File: src/rtl/mpe_window_scheduler.sv
// Kernel-offset sequencer for the MPE window selector: row-major (kh, kw) sweep with valid/ready hand-off.
// Optional MPE_WEIGHT_SKIP_EN adds weight_zero_mask so zero-weight offsets are never issued.
`ifndef KERNEL_HEIGHT
`define KERNEL_HEIGHT 3
`endif
`ifndef KERNEL_WIDTH
`define KERNEL_WIDTH 3
`endif

module mpe_window_scheduler #(
    parameter int KERNEL_HEIGHT = `KERNEL_HEIGHT,
    parameter int KERNEL_WIDTH  = `KERNEL_WIDTH,
    localparam int KH_W  = (KERNEL_HEIGHT > 1) ? $clog2(KERNEL_HEIGHT) : 1,
    localparam int KW_W  = (KERNEL_WIDTH > 1) ? $clog2(KERNEL_WIDTH) : 1,
    localparam int CKH_W = $clog2(KERNEL_HEIGHT + 1),
    localparam int CKW_W = $clog2(KERNEL_WIDTH + 1),
    localparam int KN    = KERNEL_HEIGHT * KERNEL_WIDTH,
    localparam int CNT_W = $clog2(KN + 1)
) (
    input  logic             clock,
    input  logic             reset_n,
    input  logic             start,
    input  logic             abort,
    input  logic [CKH_W-1:0] cfg_kh,
    input  logic [CKW_W-1:0] cfg_kw,
    input  logic [2:0]       cfg_stride,
`ifdef MPE_WEIGHT_SKIP_EN
    input  logic [KN-1:0]    weight_zero_mask,
`endif
    output logic [KH_W-1:0]  weight_height,
    output logic [KW_W-1:0]  weight_width,
    output logic [2:0]       stride,
    output logic             sel_valid,
    input  logic             sel_ready,
    output logic             sel_first,
    output logic             sel_last,
    output logic             busy,
    output logic             done,
    output logic             cfg_err,
    output logic [CNT_W-1:0] xfer_cnt
);

    typedef enum logic [1:0] {IDLE, RUN, DONE} state_t;

    typedef struct packed {
        logic            found;
        logic            more;
        logic [KH_W-1:0] h;
        logic [KW_W-1:0] w;
    } hit_t;

    state_t           state;
    logic [CKH_W-1:0] kh_q;
    logic [CKW_W-1:0] kw_q;
    logic [KN-1:0]    mask_q;
    logic [KN-1:0]    mask_in;
    logic             cfg_ok;
    logic             xfer;
    hit_t             h0;
    hit_t             hn;

    // First unmasked in-range offset at or after linear index 'from', and whether another one follows it.
    function automatic hit_t scan(input logic [KN-1:0] mask, input int from, input int kh_n, input int kw_n);
        hit_t r;
        r = '0;
        for (int h = 0; h < KERNEL_HEIGHT; h++) begin
            for (int w = 0; w < KERNEL_WIDTH; w++) begin
                if ((h * KERNEL_WIDTH + w >= from) && (h < kh_n) && (w < kw_n) && !mask[h * KERNEL_WIDTH + w]) begin
                    if (r.found) begin
                        r.more = 1'b1;
                    end else begin
                        r.found = 1'b1;
                        r.h     = h[KH_W-1:0];
                        r.w     = w[KW_W-1:0];
                    end
                end
            end
        end
        return r;
    endfunction

`ifdef MPE_WEIGHT_SKIP_EN
    assign mask_in = weight_zero_mask;
`else
    assign mask_in = '0;
`endif

    assign cfg_ok = (cfg_kh != '0) && (int'(cfg_kh) <= KERNEL_HEIGHT) &&
                    (cfg_kw != '0) && (int'(cfg_kw) <= KERNEL_WIDTH) && (cfg_stride != 3'd0);
    assign xfer   = sel_valid && sel_ready;

    always_comb begin
        h0 = scan(mask_in, 0, int'(cfg_kh), int'(cfg_kw));
        hn = scan(mask_q, int'(weight_height) * KERNEL_WIDTH + int'(weight_width) + 1, int'(kh_q), int'(kw_q));
    end

    always_ff @(posedge clock or negedge reset_n) begin
        if (!reset_n) begin
            state         <= IDLE;
            kh_q          <= '0;
            kw_q          <= '0;
            mask_q        <= '0;
            weight_height <= '0;
            weight_width  <= '0;
            stride        <= '0;
            sel_valid     <= 1'b0;
            sel_first     <= 1'b0;
            sel_last      <= 1'b0;
            busy          <= 1'b0;
            done          <= 1'b0;
            cfg_err       <= 1'b0;
            xfer_cnt      <= '0;
        end else begin
            case (state)
                IDLE: begin
                    done <= 1'b0;
                    if (start && !abort) begin
                        busy     <= 1'b1;
                        xfer_cnt <= '0;
                        if (!cfg_ok) begin
                            state   <= DONE;
                            done    <= 1'b1;
                            cfg_err <= 1'b1;
                        end else begin
                            kh_q    <= cfg_kh;
                            kw_q    <= cfg_kw;
                            mask_q  <= mask_in;
                            stride  <= cfg_stride;
                            cfg_err <= 1'b0;
                            // A fully masked kernel has nothing to issue and finishes straight away.
                            if (h0.found) begin
                                state         <= RUN;
                                sel_valid     <= 1'b1;
                                weight_height <= h0.h;
                                weight_width  <= h0.w;
                                sel_first     <= 1'b1;
                                sel_last      <= !h0.more;
                            end else begin
                                state <= DONE;
                                done  <= 1'b1;
                            end
                        end
                    end
                end
                RUN: begin
                    if (xfer) xfer_cnt <= xfer_cnt + CNT_W'(1);
                    if (abort || (xfer && (sel_last || !hn.found))) begin
                        state         <= abort ? IDLE : DONE;
                        busy          <= !abort;
                        done          <= !abort;
                        sel_valid     <= 1'b0;
                        weight_height <= '0;
                        weight_width  <= '0;
                        sel_first     <= 1'b0;
                        sel_last      <= 1'b0;
                    end else if (xfer) begin
                        weight_height <= hn.h;
                        weight_width  <= hn.w;
                        sel_first     <= 1'b0;
                        sel_last      <= !hn.more;
                    end
                end
                DONE: begin
                    state <= IDLE;
                    busy  <= 1'b0;
                    done  <= 1'b0;
                end
                default: state <= IDLE;
            endcase
        end
    end

endmodule
File: config.mk
export PLATFORM = sky130hd
export DESIGN_NAME = mpe_window_scheduler
export DESIGN_NICKNAME = d
export VERILOG_FILES = /design/src/rtl/mpe_window_scheduler.sv
export SDC_FILE = /design/constraint.sdc
export NUM_CORES = 1
export LEC_CHECK = 0
export BUFFER_PORTS_ARGS = -buffer_cell sky130_fd_sc_hd__buf_4
export CORE_ASPECT_RATIO = 0.75
export CORE_MARGIN = 8
export CORE_UTILIZATION = 35
export CTS_BUF_LIST = sky130_fd_sc_hd__clkbuf_4 sky130_fd_sc_hd__clkbuf_8
export CTS_CLUSTER_DIAMETER = 80
export CTS_CLUSTER_SIZE = 20
export DETAILED_ROUTE_END_ITERATION = 12
export PLACE_DENSITY = 0.67
export SLEW_MARGIN = 20
export SYNTH_ARGS = -nofsm -noshare
export SYNTH_HDL_FRONTEND = slang
export SYNTH_SLANG_ARGS = --single-unit
File: constraint.sdc
create_clock -name clock -period 3.3 [get_ports clock]
set_input_delay 0.495 -clock clock [delete_from_list [all_inputs] [get_ports clock]]
set_output_delay 0.495 -clock clock [all_outputs]
set_load 0.05 [all_outputs]
==> results.toml, run 1 <==
[cts]
clock_path_buffers = 2
clkTransAtPathRegs_ns = 0.08
post_cts_buffers = 0
cts_htree_levels = 1
numCtsBuffers = 3
clock_sinks = 23
cts-root-buf = "clkbuf_8"
clk_latency_ns = 0.26
cts_tree = "done"

[floorplanning]
row_count = 21
coreArea_um2 = 4490
ios = 29
die_w_um = 95.3
die_area_um2 = 7190
start_util_pct = 36.7
die-height_um = 75.5

[placement]
port_buffers = 28
dp_cells = 269
dpl.hpwl_um = 3400
place_ws_ns = 0.106
place_area_um2 = 1950
place.gp.congestion = 0.895

[finish]
stdcell_area_um2 = 2000
stdcell_count = 273
n_antenna_cell = 0
fillers = 443
synthToLayoutAreaGrowth_pct = 21.1
fin_nets = 238
final_common_cell = "buf_4"
layout_common_cells = "buf_4 (35), dfrtp_1 (20), a21oi_1 (19), nand2_1 (18), nor2_1 (11)"
drive_above_1_share_pct = 25.0

[global_routing]
grtUsageTotal_pct = 12.1
grt_pass1_wl_um = 7000
grt_antenna_before_repair = 0
grt_use_met2_pct = 16.9
grt_util_met3_pct = 2.66
grt_max_degree = 24
busiest_layer = "met1"
grt_pass1_vias = 1343
grt_overflow = 0
grt_use_met1_pct = 18.7

[power_and_ir_drop]
powerDensity_nw_per_um2 = 748
ir_worst_vdd_mv = 0.404
total_leakage_power_nw = 0.886
finalPower_mw = 1.49

[timing]
hold_ws_ns = 0.111
fmax_mhz = 310
tightestPinTransition_ns = 0.522
relSlewSlack_pct = 64.3
finalHoldViolCount = 0
slew_viol_final = 0
fin_crit_sh_pct = 97.7
setup_slack_ns = 0.0766
setup_viol = 0
final.min_clock_period_ns = 3.22
finClkSkew_ns = 0.00354
rsz0062_at_grt = "true"

[worst_setup_path]
crit_type = "register to register"
critPathCaptureType = "register"
cp_max_fo = 6
path_cells = "fa_1, inv_1, fa_2, or3b_1, o22a_1, a31o_4, a311o_1, and2_4, o41ai_2"
arrival_ns = 3.38
startpoint_type = "register"
cpPeakStageDelay_ns = 0.56
cp.required_ns = 3.46
slowest_stage = "fa_1"

[synthesis]
synth_edf_count = 0
synth-async-reset-ratio_pct = 100
syn-cell-area_um2 = 1650
synth_nets = 207
synth_cell_types = 47
synth_area_per_cell_um2 = 8.87
ys_ff_latch = 23
ys.flop_type = "dfrtp_1"
synth_warnings = 0
synthCells = 186
yosysSeqAreaShare_pct = 34.9

[routing]
drt-total-wl_um = 4280
drt_iter0_drc = 150
vias = 1539
wl_per_cell_um = 15.7
first_pass_iters = 4
ant_nets = 0
vias_per_cell = 5.64
drcViolationCount = 0

[min_path]
hold_class = "input port to asynchronous set/reset pin"

[flow_run]
maxCapViolations = 0

[status]
status = "completed"
[flip-flops by register name, indices dropped and copies added (netlist names)]
name,cells
state,2
sel_first,1
sel_valid,1
weight_width,2
done,1
cfg_err,1
weight_height,2
stride,3
kw_q,2
sel_last,1
xfer_cnt,4
kh_q,2
busy,1
[routing by layer]
| metal | vias to the layer above | routed length (µm) |
|---|---|---|
| li1 | 753 | - |
| met3 | 2 | 312 |
| met4 | 0 | 28 |
| met2 | 56 | 1740 |
| met1 | 728 | 2190 |
| met5 | - | 0 |
[stage by stage]
| stage | util, % | setup TNS, ns |
|---|---|---|
| 2_1_floorplan | - | 0 |
| 3_3_place_gp | 43.4 | 0 |
| 3_5_place_dp | 43.4 | 0 |
| 4_1_cts | 44.5 | 0 |
| 5_1_grt | 44.5 | -0.0607 |
| 6_report | 44.5 | 0 |
[worst max-delay path, delay by kind of cell, from the launching register on]
kind,cells,cell delay (ns)
adders and majority gates,2,0.95
and+or+nand+nor,2,0.53
DFF,1,0.42
buffers and inverters,1,0.06
AOI/OAI and AO/OA,4,1.16
[what timing repair did]
item	CTS	global route
resized for setup	0	0
endpoints found under the setup margin	0	2
hold buffers	0	0
[report_power, final]
part           switching, mW  total (mW)  internal, mW
clock network         0.0878       0.182        0.0943
logic                  0.523       0.835         0.311
registers              0.106       0.478         0.372
total                  0.717        1.49         0.777
[synthesized netlist by cell type, drive strengths merged (2+ instances only)]
library cell	number	area, µm²
nand2b	7	43.8
and3	3	18.8
nor2	11	41.3
a31oi	3	18.8
a21oi	19	95.1
o41ai	5	51.3
fa	2	40.0
mux2	7	78.8
inv	10	37.5
dfrtp	23	576
o21ai	9	45.0
nor3b	2	15.0
o221ai	4	35.0
nand2	18	67.6
a21o	2	15.0
and2	3	21.3
nand3	5	25.0
nor3	10	50.1
a22o	3	26.3
buf	3	18.8
clkbuf	6	22.5
nand4	2	12.5
ha	7	87.6
nor2b	3	18.8
[cell families after synthesis]
family          after synthesis  synth area share [%]
flops                        23                  34.9
compound gates               57                  24.4
mux                           8                  5.38
simple gates                 67                  20.7
xor+xnor                      2                  1.52
fa+ha+maj                    10                  8.34
buf+inv                      19                  4.78
[worst paths after layout]
kind | from | depth (start not counted) | slack [ns] | endpoint
setup / recovery | weight_height[0]$_DFFE_PN0P_ | 9 | 0.08 | weight_height[0]$_DFFE_PN0P_
hold / removal | reset_n | 1 | 0.11 | busy$_DFFE_PN0P_
setup reg to reg | weight_height[0]$_DFFE_PN0P_ | 9 | 0.08 | weight_height[0]$_DFFE_PN0P_
hold reg to reg | stride[1]$_DFFE_PN0P_ | 1 | 0.52 | stride[1]$_DFFE_PN0P_
max in group asynchronous | reset_n | 1 | 2.94 | weight_width[1]$_DFFE_PN0P_
min in group clock | cfg_kw[0] | 3 | 0.45 | kw_q[0]$_DFFE_PN0P_
[final cells by class]
type	count	area [µm²]	share of cell area, %
clock buffer	4	48.8	2.44
timing repair buffer	35	263	13.1
inverter	10	37.5	1.88
multi-input combinational	144	998	50.0
sequential	23	579	29.0
tap	57	71.3	3.57
(Power assumes the default switching activity.)
==> run 2: changes to the inputs <==
--- a/config.mk
+++ b/config.mk
@@ -5,7 +5,6 @@
 export SDC_FILE = /design/constraint.sdc
 export NUM_CORES = 1
 export LEC_CHECK = 0
-export BUFFER_PORTS_ARGS = -buffer_cell sky130_fd_sc_hd__buf_4
 export CORE_ASPECT_RATIO = 0.75
 export CORE_MARGIN = 8
 export CORE_UTILIZATION = 35
@@ -13,7 +12,8 @@
 export CTS_CLUSTER_DIAMETER = 80
 export CTS_CLUSTER_SIZE = 20
 export DETAILED_ROUTE_END_ITERATION = 12
-export PLACE_DENSITY = 0.67
+export DONT_BUFFER_PORTS = 1
+export PLACE_DENSITY = 0.62
 export SLEW_MARGIN = 20
 export SYNTH_ARGS = -nofsm -noshare
 export SYNTH_HDL_FRONTEND = slang
==> run 2 against run 1 <==
  * Cell area shrank 8.1%
  * Largest cell class unchanged
  * First-iteration DRC count up 8.7%
  * Global-route usage grew 0.14 points
  * Critical path depth did not move
  * Power decreased by 5.8%
  * Via count fell by 6.6%
  * Worst hold slack improved by 0.076 ns
  * Clock-buffer cell count unchanged
  * Clock power rose by 3%
  * Sequential power grew 42%
==> results.toml, run 2 (synthesis gave the netlist of run 1 again) <==
[timing]
fin_setup_tns_ns = 0
tightestPinTransition_ns = 0.615
relSlewSlack_pct = 59.0
finClkSkew_ns = 0.00524
fmax_mhz = 307
finalHoldViolCount = 0
final.min_clock_period_ns = 3.26
slew_viol_final = 0
fin_crit_sh_pct = 98.7
hold_ws_ns = 0.186
setup_viol = 0
rsz0062_at_grt = "true"
setup_slack_ns = 0.0432

[finish]
fillers = 451
final_common_cell = "dfrtp_1"
fin_nets = 215
stdcell_area_um2 = 1840
layout_common_cells = "dfrtp_1 (20), a21oi_1 (19), nand2_1 (18), nor2_1 (11), buf_4 (11)"
synthToLayoutAreaGrowth_pct = 11.2
top_register = "xfer_cnt"
top_regs = "xfer_cnt x4, stride x3"
largest_register_ff_count = 4
n_antenna_cell = 0
drive_above_1_share_pct = 17.1

[worst_setup_path]
startpoint_type = "register"
cp.required_ns = 3.46
timing.rr.start = "weight_height[0]$_DFFE_PN0P_"
cpPeakStageDelay_ns = 0.56
crit_type = "register to register"
arrival_ns = 3.42
slowest_stage = "fa_1"
critPathCaptureType = "register"
crit_path_start = "weight_height[0]$_DFFE_PN0P_"
cp_max_fo = 6
r2r_cells = 9
path_cells = "fa_1, inv_1, fa_2, or3b_1, o22a_1, a31o_4, a311o_1, and2_4, o41ai_2"

[routing]
vias_per_cell = 5.75
wl_per_cell_um = 17.3
drcViolationCount = 0
vias = 1438
ant_nets = 0
drt_iter0_drc = 163
first_pass_iters = 4
drt-total-wl_um = 4330

[floorplanning]
die_w_um = 95.3
ios = 29
coreArea_um2 = 4490
die_area_um2 = 7190
start_util_pct = 36.7
die-height_um = 75.5
row_count = 21

[global_routing]
grtUsageTotal_pct = 12.3
grt_overflow = 0
grt_max_degree = 24
grt_pass1_wl_um = 6920
grt_antenna_before_repair = 0
grt_pass1_vias = 1348

[power_and_ir_drop]
ir_worst_vdd_mv = 0.503
powerDensity_nw_per_um2 = 767
total_leakage_power_nw = 0.779

[cts]
clock_path_buffers = 2
clock_sinks = 23
clkTransAtPathRegs_ns = 0.08
clk_latency_ns = 0.27
cts_tree = "done"
numCtsBuffers = 3
cts_htree_levels = 1
cts-root-buf = "clkbuf_8"

[status]
status = "completed"

[placement]
port_buffers = 0
dpl.hpwl_um = 3320
place_area_um2 = 1760
place.gp.congestion = 0.908
place_ws_ns = 0.0566

[min_path]
hold_class = "input port to asynchronous set/reset pin"

[flow_run]
maxCapViolations = 0
-- run 2: worst paths after layout --
path                                           endpoint  slack, ns
setup / recovery           weight_height[0]$_DFFE_PN0P_       0.04
hold / removal                  xfer_cnt[2]$_DFFE_PN0P_       0.19
setup reg to reg           weight_height[0]$_DFFE_PN0P_       0.04
hold reg to reg                    state[1]$_DFFE_PN0P_       0.54
max in group asynchronous  weight_height[1]$_DFFE_PN0P_       2.74
min in group clock                  kw_q[0]$_DFFE_PN0P_       0.35
-- run 2: cell type report --
class	instances	area, µm²	area share (%)
clock buffer	4	48.8	2.66
inverter	10	37.5	2.04
multi-input combinational	144	1010	55.1
sequential	23	579	31.6
tap	57	71.3	3.89
timing repair buffer	12	87.6	4.77
-- run 2: layer usage --
metal  routed length (µm)  global-route usage [%]  up-vias
met2                 1760                    16.8       55
met5                    0                       0        -
met3                  381                    4.04        4
li1                     -                       -      709
met1                 2140                    17.8      670
met4                   46                    3.10        0
-- run 2: metrics by stage --
step                      total power [mW]  cells  utilization [%]
after CTS                             1.40    249             40.5
after global routing                  1.49    250             40.9
after floorplan                       1.07    186                -
after detailed placement              1.21    244             39.2
final                                 1.41    250             40.9
after global placement                1.21    244             39.2
-- run 2: power by group --
part | internal, mW | leakage, nW | switching (mW)
clock | 0.0946 | 0.0262 | 0.0933
combinational | 0.230 | 0.465 | 0.311
sequential | 0.368 | 0.288 | 0.311
-- run 2: repair_timing --
| action | in CTS | in global routing |
|---|---|---|
| hold endpoints to repair | 23 | 0 |
| resized for setup | 0 | 2 |
| hold buffers | 1 | 0 |
| buffers inserted | 0 | 1 |
| endpoints found under the setup margin | 0 | 4 |
-- run 2: critical path: cells and delay by family (launching register included) --
| kind | cells | cell delay (ns) |
|---|---|---|
| AO/OA/AOI/OAI | 4 | 1.16 |
| adder cells (fa/ha/maj) | 2 | 0.95 |
| AND/OR/NAND/NOR | 2 | 0.55 |
| flip-flops | 1 | 0.42 |
| buffers and inverters | 1 | 0.06 |
==> run 3: changes to the inputs <==
--- a/config.mk
+++ b/config.mk
@@ -5,6 +5,7 @@
 export SDC_FILE = /design/constraint.sdc
 export NUM_CORES = 1
 export LEC_CHECK = 0
+export ABC_AREA = 1
 export CORE_ASPECT_RATIO = 0.75
 export CORE_MARGIN = 8
 export CORE_UTILIZATION = 35
==> run 3 against run 2 <==
  * Worst setup slack improved by 0.28 ns
  * Worst hold slack got worse by 0.16 ns
  * Clock skew decreased by 0.0043 ns
  * Critical endpoint is now sel_last$_DFFE_PN0P_
  * Critical path type unchanged
  * Core utilization decreased by 0.84 points
  * Die area decreased by 2.3%
  * Non-clock buffer count decreased by 6
  * Combinational power increased by 23%
  * Critical path depth increased by 6
  * Register-to-register slack improved by 0.28 ns
  * Global-route usage decreased by 0.43 points
  * Sequential power decreased by 1%
  * Highest routed layer unchanged
  * Wire length decreased by 7.9%
==> results.toml, run 3 <==
[status]
status = "completed"

[worst_setup_path]
critPathCaptureType = "register"
arrival_ns = 3.16
cp_max_fo = 6
timing.rr.start = "weight_height[0]$_DFFE_PN0P_"
slowest_stage = "fa_1"
crit_type = "register to register"
reg2reg_slack_ns = 0.33
path_buf_inv = 4
startpoint_type = "register"
critPathTopFamily = "adder cells"
r2r_cells = 15
cpPeakStageDelay_ns = 0.57
crit_path_start = "weight_height[0]$_DFFE_PN0P_"
critPathMostFrequentCell = "inv_1"
regToRegEndpoint = "sel_last$_DFFE_PN0P_"
path_cells = "fa_1, inv_1, fa_1, inv_1, nor2_1, inv_1, nor2_1, o21ai_1, nand2_1, inv_2, nand2_4, o21ai_4, nand2_4, nand3_1, a21oi_1"
cp.required_ns = 3.49

[finish]
final_common_cell = "nand2_1"
regArea_um2 = 576
stdcell_area_um2 = 1780
top_register = "xfer_cnt"
fin_nets = 255
synthToLayoutAreaGrowth_pct = 10.9
layout_common_cells = "nand2_1 (62), inv_1 (33), dfrtp_1 (23), nand3_1 (21), nor2_1 (20)"
fillers = 480
largest_register_ff_count = 4
n_antenna_cell = 0
top_regs = "xfer_cnt x4, stride x3"
multi_input_area_um2 = 892
drive_above_1_share_pct = 10.7

[synthesis]
synth_nets = 245
yosysSeqAreaShare_pct = 35.9
ys.flop_type = "dfrtp_1"
synth_area_per_cell_um2 = 7.16
syn-cell-area_um2 = 1600
synth_warnings = 0
synth_edf_count = 0
synthCells = 224
synth-async-reset-ratio_pct = 100
synth.most_common_cell = "nand2_1"
synthTopCellsByCount = "nand2_1 (62), inv_1 (33), dfrtp_1 (23)"
ys_ff_latch = 23
synth.area.top_cells = "dfrtp_1 (36%), nand2_1 (15%), inv_1 (7.7%)"
synth_top_area_share_pct = 35.9
synth_cell_types = 27
synth_top_area_cell = "dfrtp_1"

[routing]
first_pass_iters = 4
drcViolationCount = 0
wl_per_cell_um = 13.7
drt_iter0_drc = 164
vias_per_cell = 5.01
drt-total-wl_um = 3980
vias = 1452
ant_nets = 0

[placement]
port_buffers = 0
place.gp.congestion = 0.873
dpl.hpwl_um = 3170
place_area_um2 = 1710

[global_routing]
grt_max_degree = 24
grt_overflow = 0
grt_pass1_wl_um = 6650
grt_pass1_vias = 1306
grtUsageTotal_pct = 11.8
grt_antenna_before_repair = 0

[power_and_ir_drop]
powerDensity_nw_per_um2 = 860
ir_worst_vdd_mv = 0.331
total_leakage_power_nw = 0.897

[floorplanning]
row_count = 21
die-height_um = 74.6
coreArea_um2 = 4440
start_util_pct = 36.1
ios = 29
die_area_um2 = 7020
die_w_um = 94.1

[timing]
fmax_mhz = 336
finClkSkew_ns = 0.000969
fin_crit_sh_pct = 90.1
final.min_clock_period_ns = 2.97
tightestPinTransition_ns = 0.559
relSlewSlack_pct = 62.8
finalHoldViolCount = 0
slew_viol_final = 0
rsz0062_at_grt = "false"
setup_viol = 0
hold_ws_ns = 0.0225
fin_setup_tns_ns = 0

[cts]
cts_tree = "done"
numCtsBuffers = 3
postCtsResizedCells = 0
clock_path_buffers = 2
clk_latency_ns = 0.27
clock_sinks = 23
cts_htree_levels = 1
cts-root-buf = "clkbuf_8"
clkTransAtPathRegs_ns = 0.09

[min_path]
hold_class = "input port to asynchronous set/reset pin"

[flow_run]
maxCapViolations = 0
## run 3: changes by cell type after synthesis, sizes merged, moves of 4 or more
cell	before	now
o21ai	9	19
nand2	18	67
mux2	7	0
clkbuf	6	1
inv	10	35
nor3	10	1
o41ai	5	0
nand3	5	21
a21oi	19	9
o221ai	4	0
nor2	11	25
nand2b	7	0
## run 3: power by group
part           switching (mW)  leakage (nW)  internal [mW]
Sequential              0.293         0.295          0.375
Clock                  0.0980        0.0262         0.0946
Combinational           0.449         0.576          0.218
## run 3: how the worst max path moves through the flow
stage	end	slack [ns]	cells past startpoint
4_1_cts	busy$_DFFE_PN0P_	0.35	15
3_5_place_dp	busy$_DFFE_PN0P_	0.38	15
3_3_place_gp	busy$_DFFE_PN0P_	0.48	15
6_report	sel_last$_DFFE_PN0P_	0.33	15
5_1_grt	busy$_DFFE_PN0P_	0.02	15
2_1_floorplan	busy$_DFFE_PN0P_	0.31	15
## run 3: metrics by stage
stage	setup WS (ns)	utilization, %	cells	power [mW]
6_report	0.325	40.0	290	1.53
5_1_grt	0.0210	40.0	290	1.66
4_1_cts	0.348	40.0	290	1.54
3_5_place_dp	0.379	38.5	285	1.33
3_3_place_gp	0.478	38.5	285	1.32
2_1_floorplan	0.312	-	224	1.17
## run 3: layout make-up
type	instances	area share [%]
Clock buffer	4	2.75
Multi-Input combinational cell	165	50.2
Inverter	35	7.39
Tap cell	57	4.01
Timing Repair Buffer	6	3.24
Sequential cell	23	32.4
## run 3: logic make-up (layout without fill, tap and decap cells)
| family | after synthesis | count (layout) | share of synthesized area [%] |
|---|---|---|---|
| AND/OR/NAND/NOR | 119 | 119 | 34.0 |
| buffers and inverters | 36 | 45 | 8.43 |
| XOR/XNOR | 2 | 2 | 1.09 |
| flip-flops | 23 | 23 | 35.9 |
| adder cells (fa/ha/maj) | 9 | 9 | 7.96 |
| AO/OA/AOI/OAI | 35 | 35 | 12.6 |
## run 3: per-layer routing
| layer | routed length [µm] | vias to the layer above | GRT usage, % | part of all wire, % |
|---|---|---|---|---|
| met2 | 1570 | 46 | 16.4 | 39 |
| met5 | 0 | - | 0 | 0 |
| met1 | 2040 | 671 | 17.5 | 51 |
| li1 | - | 733 | - | - |
| met3 | 363 | 2 | 4.44 | 9.1 |
| met4 | 8 | 0 | 0.525 | 0.20 |
## run 3: repair_timing
| action | CTS | global route |
|---|---|---|
| buffers inserted | 0 | 0 |
| hold buffers | 1 | 0 |
| endpoints found under the hold margin | 23 | 0 |
